[src/rtl/branch_pc_unit_pkg.sv]
// Shared definitions for the branch/PC stage.
//   PC_W        : width of every address in the stage
//   INSTR_BYTES : sequential fetch step and the BL link offset
//   PIPE_AHEAD  : the architectural PC reads as branch address + 8
//   bpu_state_t : RUN / FLUSH, exported on the interface for observation
package branch_pkg;
    localparam int PC_W        = 32;
    localparam int INSTR_BYTES = 4;
    localparam int PIPE_AHEAD  = 8;

    typedef enum logic {
        RUN   = 1'b0,
        FLUSH = 1'b1
    } bpu_state_t;
endpackage

[src/rtl/branch_pc_unit_if.sv]
// Bus between the execute/fetch side and branch_pc_unit.
//   master : drives branch_* and fetch_ready, observes the fetch request,
//            squash, link write and the FSM state
//   slave  : the branch_pc_unit itself
// Handshake: a fetch request is transferred on a rising edge where
// fetch_valid & fetch_ready are both 1. Only then does fetch_pc step by 4;
// while fetch_valid & !fetch_ready it is held, except for a taken-branch
// redirect, which replaces fetch_pc regardless of fetch_ready.
interface branch_pc_unit_if;
    import branch_pkg::*;

    logic            branch_valid;
    logic            branch_cond_pass;
    logic            branch_link;
    logic [PC_W-1:0] branch_pc;
    logic [PC_W-1:0] branch_offset;
    logic            fetch_ready;
    logic [PC_W-1:0] fetch_pc;
    logic            fetch_valid;
    logic            squash;
    logic            lr_we;
    logic [PC_W-1:0] lr_wdata;
    bpu_state_t      state;

    modport master (
        output branch_valid, branch_cond_pass, branch_link,
        output branch_pc, branch_offset, fetch_ready,
        input  fetch_pc, fetch_valid, squash, lr_we, lr_wdata, state
    );

    modport slave (
        input  branch_valid, branch_cond_pass, branch_link,
        input  branch_pc, branch_offset, fetch_ready,
        output fetch_pc, fetch_valid, squash, lr_we, lr_wdata, state
    );
endinterface

[src/rtl/branch_pc_unit_target.sv]
// Combinational branch target: branch_pc + 8 + offset (mod 2^32), with the
// two low bits cleared so the redirect is always word aligned.
//   branch_pc     in  : address of the branch instruction
//   branch_offset in  : sign-extended, word-scaled offset
//   target        out : aligned redirect address
module branch_target_adder
    import branch_pkg::*;
(
    input  logic [PC_W-1:0] branch_pc,
    input  logic [PC_W-1:0] branch_offset,
    output logic [PC_W-1:0] target
);
    localparam logic [PC_W-1:0] ALIGN_MASK = ~(PC_W'(INSTR_BYTES) - PC_W'(1));

    assign target = (branch_pc + PC_W'(PIPE_AHEAD) + branch_offset) & ALIGN_MASK;
endmodule

[src/rtl/branch_pc_unit.sv]
// Fetch PC register and taken-branch redirect.
//   clk, rst : single clock, synchronous active-high reset
//   bus      : slave side of branch_pc_unit_if (branch inputs, fetch
//              handshake, squash, link write, FSM state)
// Parameters: RESET_PC (fetch address after reset), FLUSH_SLOTS (>= 1,
// number of cycles squash stays high after a redirect).
module branch_pc_unit
    import branch_pkg::*;
#(
    parameter logic [31:0] RESET_PC    = 32'h0000_0000,
    parameter int          FLUSH_SLOTS = 2
) (
    input  logic              clk,
    input  logic              rst,
    branch_pc_unit_if.slave   bus
);
    localparam logic [0:0] ST_RUN   = 1'b0;
    localparam logic [0:0] ST_FLUSH = 1'b1;
    localparam int         CNT_W    = $clog2(FLUSH_SLOTS + 1);

    logic [0:0]      state_q;
    logic [CNT_W-1:0] flush_cnt_q;
    logic [PC_W-1:0] fetch_pc_q;
    logic            fetch_valid_q;
    logic            squash_q;
    logic            lr_we_q;
    logic [PC_W-1:0] lr_wdata_q;
    logic [PC_W-1:0] target;
    logic            taken;

    branch_target_adder u_target (
        .branch_pc     (bus.branch_pc),
        .branch_offset (bus.branch_offset),
        .target        (target)
    );

    // Branches arriving while flushing are themselves wrong-path.
    assign taken = bus.branch_valid & bus.branch_cond_pass & (state_q == ST_RUN);

    always_ff @(posedge clk) begin
        if (rst) begin
            state_q       <= ST_RUN;
            flush_cnt_q   <= '0;
            fetch_pc_q    <= RESET_PC;
            fetch_valid_q <= 1'b0;
            squash_q      <= 1'b0;
            lr_we_q       <= 1'b0;
            lr_wdata_q    <= '0;
        end else begin
            fetch_valid_q <= 1'b1;
            lr_we_q       <= 1'b0;
            if (taken) begin
                fetch_pc_q  <= target;
                state_q     <= ST_FLUSH;
                flush_cnt_q <= CNT_W'(FLUSH_SLOTS);
                squash_q    <= 1'b1;
                if (bus.branch_link) begin
                    lr_we_q    <= 1'b1;
                    lr_wdata_q <= bus.branch_pc + PC_W'(INSTR_BYTES);
                end
            end else begin
                if (fetch_valid_q && bus.fetch_ready) begin
                    fetch_pc_q <= fetch_pc_q + PC_W'(INSTR_BYTES);
                end
                if (state_q == ST_FLUSH) begin
                    flush_cnt_q <= flush_cnt_q - CNT_W'(1);
                    // Counter about to hit zero: this edge ends the squash window.
                    if (flush_cnt_q == CNT_W'(1)) begin
                        squash_q <= 1'b0;
                        state_q  <= ST_RUN;
                    end
                end
            end
        end
    end

    assign bus.fetch_pc    = fetch_pc_q;
    assign bus.fetch_valid = fetch_valid_q;
    assign bus.squash      = squash_q;
    assign bus.lr_we       = lr_we_q;
    assign bus.lr_wdata    = lr_wdata_q;
    assign bus.state       = bpu_state_t'(state_q);
endmodule

[src/flat_wrapper.sv]
// flat-port wrapper written by rule: the top's interface ports become plain ports
module branch_pc_unit_flat import branch_pkg::*;
#(
    parameter logic [31:0] RESET_PC    = 32'h0000_0000,
    parameter int          FLUSH_SLOTS = 2
)
  (clk, rst, bus_branch_valid, bus_branch_cond_pass, bus_branch_link, bus_branch_pc, bus_branch_offset, bus_fetch_ready, bus_fetch_pc, bus_fetch_valid, bus_squash, bus_lr_we, bus_lr_wdata, bus_state);
  branch_pc_unit_if bus_i ();
  input  logic clk;
  input  logic rst;
  input wire logic [$bits(bus_i.branch_valid)-1:0] bus_branch_valid;
  input wire logic [$bits(bus_i.branch_cond_pass)-1:0] bus_branch_cond_pass;
  input wire logic [$bits(bus_i.branch_link)-1:0] bus_branch_link;
  input wire logic [$bits(bus_i.branch_pc)-1:0] bus_branch_pc;
  input wire logic [$bits(bus_i.branch_offset)-1:0] bus_branch_offset;
  input wire logic [$bits(bus_i.fetch_ready)-1:0] bus_fetch_ready;
  output wire logic [$bits(bus_i.fetch_pc)-1:0] bus_fetch_pc;
  output wire logic [$bits(bus_i.fetch_valid)-1:0] bus_fetch_valid;
  output wire logic [$bits(bus_i.squash)-1:0] bus_squash;
  output wire logic [$bits(bus_i.lr_we)-1:0] bus_lr_we;
  output wire logic [$bits(bus_i.lr_wdata)-1:0] bus_lr_wdata;
  output wire logic [$bits(bus_i.state)-1:0] bus_state;
  assign bus_i.branch_valid = bus_branch_valid;
  assign bus_i.branch_cond_pass = bus_branch_cond_pass;
  assign bus_i.branch_link = bus_branch_link;
  assign bus_i.branch_pc = bus_branch_pc;
  assign bus_i.branch_offset = bus_branch_offset;
  assign bus_i.fetch_ready = bus_fetch_ready;
  assign bus_fetch_pc = bus_i.fetch_pc;
  assign bus_fetch_valid = bus_i.fetch_valid;
  assign bus_squash = bus_i.squash;
  assign bus_lr_we = bus_i.lr_we;
  assign bus_lr_wdata = bus_i.lr_wdata;
  assign bus_state = bus_i.state;
  branch_pc_unit #(.RESET_PC(RESET_PC), .FLUSH_SLOTS(FLUSH_SLOTS)) u_core (.clk(clk), .rst(rst), .bus(bus_i));
endmodule
[config.mk]
export PLATFORM = sky130hd
export DESIGN_NAME = branch_pc_unit_flat
export DESIGN_NICKNAME = d
export VERILOG_FILES = /design/src/rtl/branch_pc_unit_pkg.sv /design/src/rtl/branch_pc_unit_if.sv /design/src/rtl/branch_pc_unit_target.sv /design/src/rtl/branch_pc_unit.sv /design/src/flat_wrapper.sv
export SDC_FILE = /design/constraint.sdc
export NUM_CORES = 1
export LEC_CHECK = 0
export CORE_ASPECT_RATIO = 0.75
export CORE_MARGIN = 2
export CORE_UTILIZATION = 54
export DETAILED_ROUTE_END_ITERATION = 7
export PLACE_DENSITY = 0.94
export SYNTH_ARGS = -nofsm -noshare
export SYNTH_HDL_FRONTEND = slang
export SYNTH_SLANG_ARGS = --single-unit
[constraint.sdc]
create_clock -name clk -period 4.15 [get_ports clk]
set_input_delay 0.6225 -clock clk [delete_from_list [all_inputs] [get_ports clk]]
set_output_delay 0.6225 -clock clk [all_outputs]
set_load 0.01 [all_outputs]
# == Yosys cells after proc, flatten, opt, wreduce, memory -nomap -nowiden ==
# Cells that the tools add are included.
# totals
ff_bits,70
latch_bits,0
ramBits,0
mem_bits_ro,0
in_bits,70
output_inout_bits,68
elab_cells,39
mem_count,0
# op_classes
add_sub_neg,5
mul,0
div,0
n_lt_le_gt_ge,0
eq_ne,1
shifts,0
muxes,12
n_bitwise,4
reduce_logical,8
# ops
op,count
"adder 32 x 3 -> 32 bit, second input constant",2
2-to-1 mux 32 bit,2
adder 32 bit,1
"adder 32 x 4 -> 32 bit, second input constant",1
2-to-1 mux 1 bit,8
nonzero test 2 bit,3
2-to-1 mux 2 bit,2
AND reduction 2 bit,2
OR reduction 2 bit,2
AND 1 bit,2
"equality test 2 x 1 -> 1 bit, second input constant",1
NOT 1 bit,2
"subtractor 2 x 1 -> 2 bit, second input constant",1
logical AND 1 bit,1

# == Logic depth before layout (Yosys ltp) ==
# logic_depth
ltp_word,4
mapped_depth,11
depth_no_buf,11

# == Cells and area by module ==
# From an unflattened synthesis, not the netlist that was laid out.
# hier_totals
cells_unflattened,717
area_unflattened_um2,5679.2
# by_module_without_submodules
mod,instances,cells_each,area_per_inst_um2,seq_area_each_um2
branch_pc_unit,1,424,3492.1,1401.3
branch_target_adder,1,293,2187.1,0.0

# == Worst setup path after synthesis ==
# Ideal clock, no wire load.
# synth_path
path_kind,in2reg
startpoint,input port bus_branch_offset[2]
endpoint,"register u_core.fetch_pc_q[29], in the netlist u_core.bus.fetch_pc[29]"
setup_time_ns,0.086
arrival_ns,2.724
t_required_ns,4.064
slack_ns,1.341
path_stages,10
n_path_buf,0
path_cell_list,ha_1 -> inv_1 -> fa_1 -> and2b_1 -> o2111ai_1 -> a21boi_1 -> a21oi_4 -> o31a_1 -> xor2_1 -> a211oi_1
# synth_via
elab_chain_len,2
# synth_rtl
element,line_no,source
start: declaration,flat_wrapper.sv:15,input wire logic [$bits(bus_i.branch_offset)-1:0] bus_branch_offset;
adder 32 bit,branch_pc_unit_target.sv:15,assign target = (branch_pc + PC_W'(PIPE_AHEAD) + branch_offset) & ALIGN_MASK;
2-to-1 mux 32 bit,branch_pc_unit.sv:52,if (taken) begin
end signal: assignment,branch_pc_unit.sv:53,fetch_pc_q <= target;
end signal: assignment,branch_pc_unit.sv:63,fetch_pc_q <= fetch_pc_q + PC_W'(INSTR_BYTES);
end: declaration,branch_pc_unit.sv:23,logic [PC_W-1:0] fetch_pc_q;
# No other way between the ends.
# A chain may end at the register's enable or synchronous reset.

# == Worst setup path after layout ==
# layout_path
startpoint,input port bus_branch_pc[13]
endpoint,"register u_core.fetch_pc_q[28], in the netlist u_core.bus.fetch_pc[28]"
# layout_via
elab_chain_len,3
# layout_rtl
element,line_no,source
start: declaration,flat_wrapper.sv:14,input wire logic [$bits(bus_i.branch_pc)-1:0] bus_branch_pc;
adder 32 x 4 -> 32 bit,branch_pc_unit_target.sv:15,
adder 32 bit,branch_pc_unit_target.sv:15,
2-to-1 mux 32 bit,branch_pc_unit.sv:52,
# No other way between the ends.

==> results.md <==
* DR vias at 5669
* Synth-to-layout area growth at 29.8%
* Outcome: finished clean
* Filler cell count at 807
* Multi-input logic area at approximately 4000 um2
* Period utilization at 79.9%
* RSZ-0062 raised after global routing: no
* P_leak at ~2.8 nW
* GPL Wtd Cong at between 0.9 and 1
* M3 GR Usage at 7.09%
* CTS sink cnt at 68
* Yosys cell types at 68
* DIE AREA at 11200 um2
* Critical Path RT at 4.36 ns
* Final setup fails at 0
* Startpoint Class: input pin
* H-tree Lvls at 3
* Critical R2R Capture: u_core.bus.fetch_pc[25]
* Grt ovf at 0
* GRT met2 Usage at 49.4%
* Root buffer cell: clkbuf_16
* M1 GR Usage at 37.9%
* Drt total wl at 16600 um
* Count of final max-slew check failures at 0
* Detailed Place HPWL at ~13000 um
* Hold depth at 2
* Drt drc at 0
* Nature of the critical path endpoint: flip-flop
* Post-synthesis average cell area at 8.27 um2
* Setup Buffers After CTS at 0
* Final setup TNS at 0 ns
* Per-cell routed wire length at 17.7 um
* Reg area at between 1000 and 1500 um2
* Worst r2r src: u_core.bus.fetch_pc[18]
* Die Y at 92.1 um
* Main synth FF type: dfxtp_1
* Critical Path Start: bus_branch_pc[13]
* Post-Syn Instances at approximately 680
* Reg2Reg Setup Slack at 1.89 ns
* Worst hold path type: reg -> reg
* GRT Overall Usage at 29.6%
* I/O pin total at about 140
* Hold Buf Count CTS at 0
* Sequential-to-total area share from yosys stat at 24.4%
* Worst IR Drop VDD at 0.254 mV
* Final hold slack at about 0.46 ns
* Cts bufs inserted at 9
* Max_cap viols at 0
* Clock Path Buffers at 2
* Worst Tran Pin Value at 1.11 ns
* Layout cells sized above 1 at 5.35%
* Rows at 32
* Post-synthesis register bit count at 68
* First-pass GRT wire length at 26600 um
* Core footprint at 10200 um2
* Post-CTS Resized at 0
* Kind of critical path: in -> reg
* PortBufs at roughly 140
* ANT cells at 0
* Netlist Area Pre-Place at roughly 5600 um2
* Iter 0 DRT Violations at 582
* Pin count of the biggest net entering global routing at 55
* Max-Slew Margin vs Limit at 26.0%
* Chip Width at 121 um
* Minimum clock period at 3.31 ns
* Antenna violations before repair at 0
* Vias in the first global route at ~5400
* Final net count at 932
* Setup Skew at around 0.0047 ns
* Final hold vios at 0
* CP arrival at 3.52 ns
* Worst reg2reg path depth at 7
* FFs w/ async S/R, synth at 0%
* Starting Density at 54.9%
* Peak Freq at 302 MHz
* Vias per Instance at 6.04
* CP Capture Point: u_core.bus.fetch_pc[28]
* PD cells at 314 nW/um2
* First drt pass iteration count at 5
* CTS tree: done
* Worst-path clk slew at 0.06 ns
* Post-synth EDFFs at 0
* Clock insertion delay at the later pin of the skew report at 0.34 ns
* Worst-path fanout max at 6
* Grt peak-use layer: met2
* Antenna viol nets, final at 0
* Yosys synthesis warning count at 0
-- critical path: stages --
cell	delay, ns
clkdlybuf4s50_1	0.58
ha_1	0.28
ha_1	0.40
and4_4	0.28
and3_1	0.21
o211ai_2	0.14
a311oi_2	0.44
o21ai_0	0.24
mux2i_1	0.21
o211ai_1	0.11
-- how the worst min path moves through the flow --
stage,from,endpoint,slack (ns)
6_report,u_core.bus.lr_wdata[1],u_core.bus.lr_wdata[1],0.46
5_1_grt,u_core.bus.lr_wdata[1],u_core.bus.lr_wdata[1],0.49
4_1_cts,u_core.bus.lr_wdata[1],u_core.bus.lr_wdata[1],0.46
3_5_place_dp,u_core.bus.lr_wdata[1],u_core.bus.lr_wdata[1],0.45
3_3_place_gp,u_core.bus.lr_wdata[0],u_core.bus.lr_wdata[0],0.45
2_1_floorplan,u_core.bus.lr_wdata[0],u_core.bus.lr_wdata[0],0.48
-- stage by stage --
stage / worst slack, ns / instance area, um2 / util (%) / total power, mW / cells
4_1_cts: 0.884 / 7250 / 71.3 / 2.26 / 939
2_1_floorplan: 1.34 / 5590 / - / 1.22 / 676
3_3_place_gp: 0.667 / 6970 / 68.5 / 1.48 / 924
5_1_grt: 0.692 / 7250 / 71.3 / 2.37 / 939
3_5_place_dp: 0.547 / 6970 / 68.5 / 1.51 / 924
6_report: 0.836 / 7250 / 71.3 / 2.27 / 939
-- per-layer routing --
metal	routed length [um]	vias to the layer above
met1	7160	2698
li1	-	2720
met3	1290	30
met2	7840	221
met4	292	0
met5	0	-
-- kinds of logic (layout without fill, tap and decap cells) --
kind of cell             count (synthesis)  after routing  share of synthesized area (%)
AO/OA/AOI/OAI                          172            172                           20.6
XOR/XNOR                                80             80                           12.5
adder cells (fa/ha/maj)                 63             63                           14.2
buffers and inverters                   41            168                           3.99
flip-flops                              68             68                           24.4
multiplexers                             6              6                           1.08
other                                    1              2                         0.0671
AND/OR/NAND/NOR                        244            244                           23.1
-- area by class of cell --
type,count,share of cell area [%]
clock buffer,13,3.45
clock inverter,2,0.483
inverter,15,0.777
multi-input combinational,567,55.3
sequential,68,18.8
tap,136,2.35
timing repair buffer,138,18.9
-- cell usage in the layout (no fill, tap or decap), drive strengths merged, types with 6 or more instances in the layout --
cell / netlist / layout
nor4: 9 / 9
clkbuf: 22 / 13
o21ai: 31 / 31
inv: 15 / 15
nor3: 14 / 14
nand4: 16 / 16
and2: 9 / 9
a211oi: 42 / 42
dfxtp: 68 / 68
and3: 20 / 20
o22ai: 7 / 7
nand3: 28 / 28
ha: 62 / 62
clkdlybuf4s50: 0 / 134
o211ai: 7 / 7
mux2i: 6 / 6
nor2: 68 / 68
a21oi: 53 / 53
xor2: 37 / 37
xnor2: 43 / 43
nand2: 59 / 59
-- cells in the mapped netlist (6+ instances only) --
master    count  area, um2
nor3_1       13       65.1
inv_1        15       56.3
clkbuf_1     17       63.8
ha_1         62        776
mux2i_1       6       60.1
xnor2_1      43        377
and3_1       20        125
a21oi_1      50        250
o22ai_1       7       43.8
a211oi_1     41        308
o21ai_0      26        130
nor2_1       68        255
nand3_1      27        135
nand2_1      59        221
and2_1        9       56.3
xor2_1       37        324
o211ai_1      6       45.0
dfxtp_1      68       1360
nand4_1      14       87.6
-- sequential cells by signal, summed over array words and instances (netlist names) --
name                    count
u_core.bus.lr_we            1
u_core.flush_cnt_q          2
u_core.bus.fetch_valid      1
u_core.bus.state            1
u_core.bus.lr_wdata        32
u_core.bus.fetch_pc        30
u_core.bus.squash           1
-- power by group --
group          total, mW  internal (mW)  switching (mW)
Sequential         0.751          0.700          0.0508
Combinational      0.758          0.347           0.411
Clock              0.765          0.478           0.287
(Power assumes the default switching activity.)
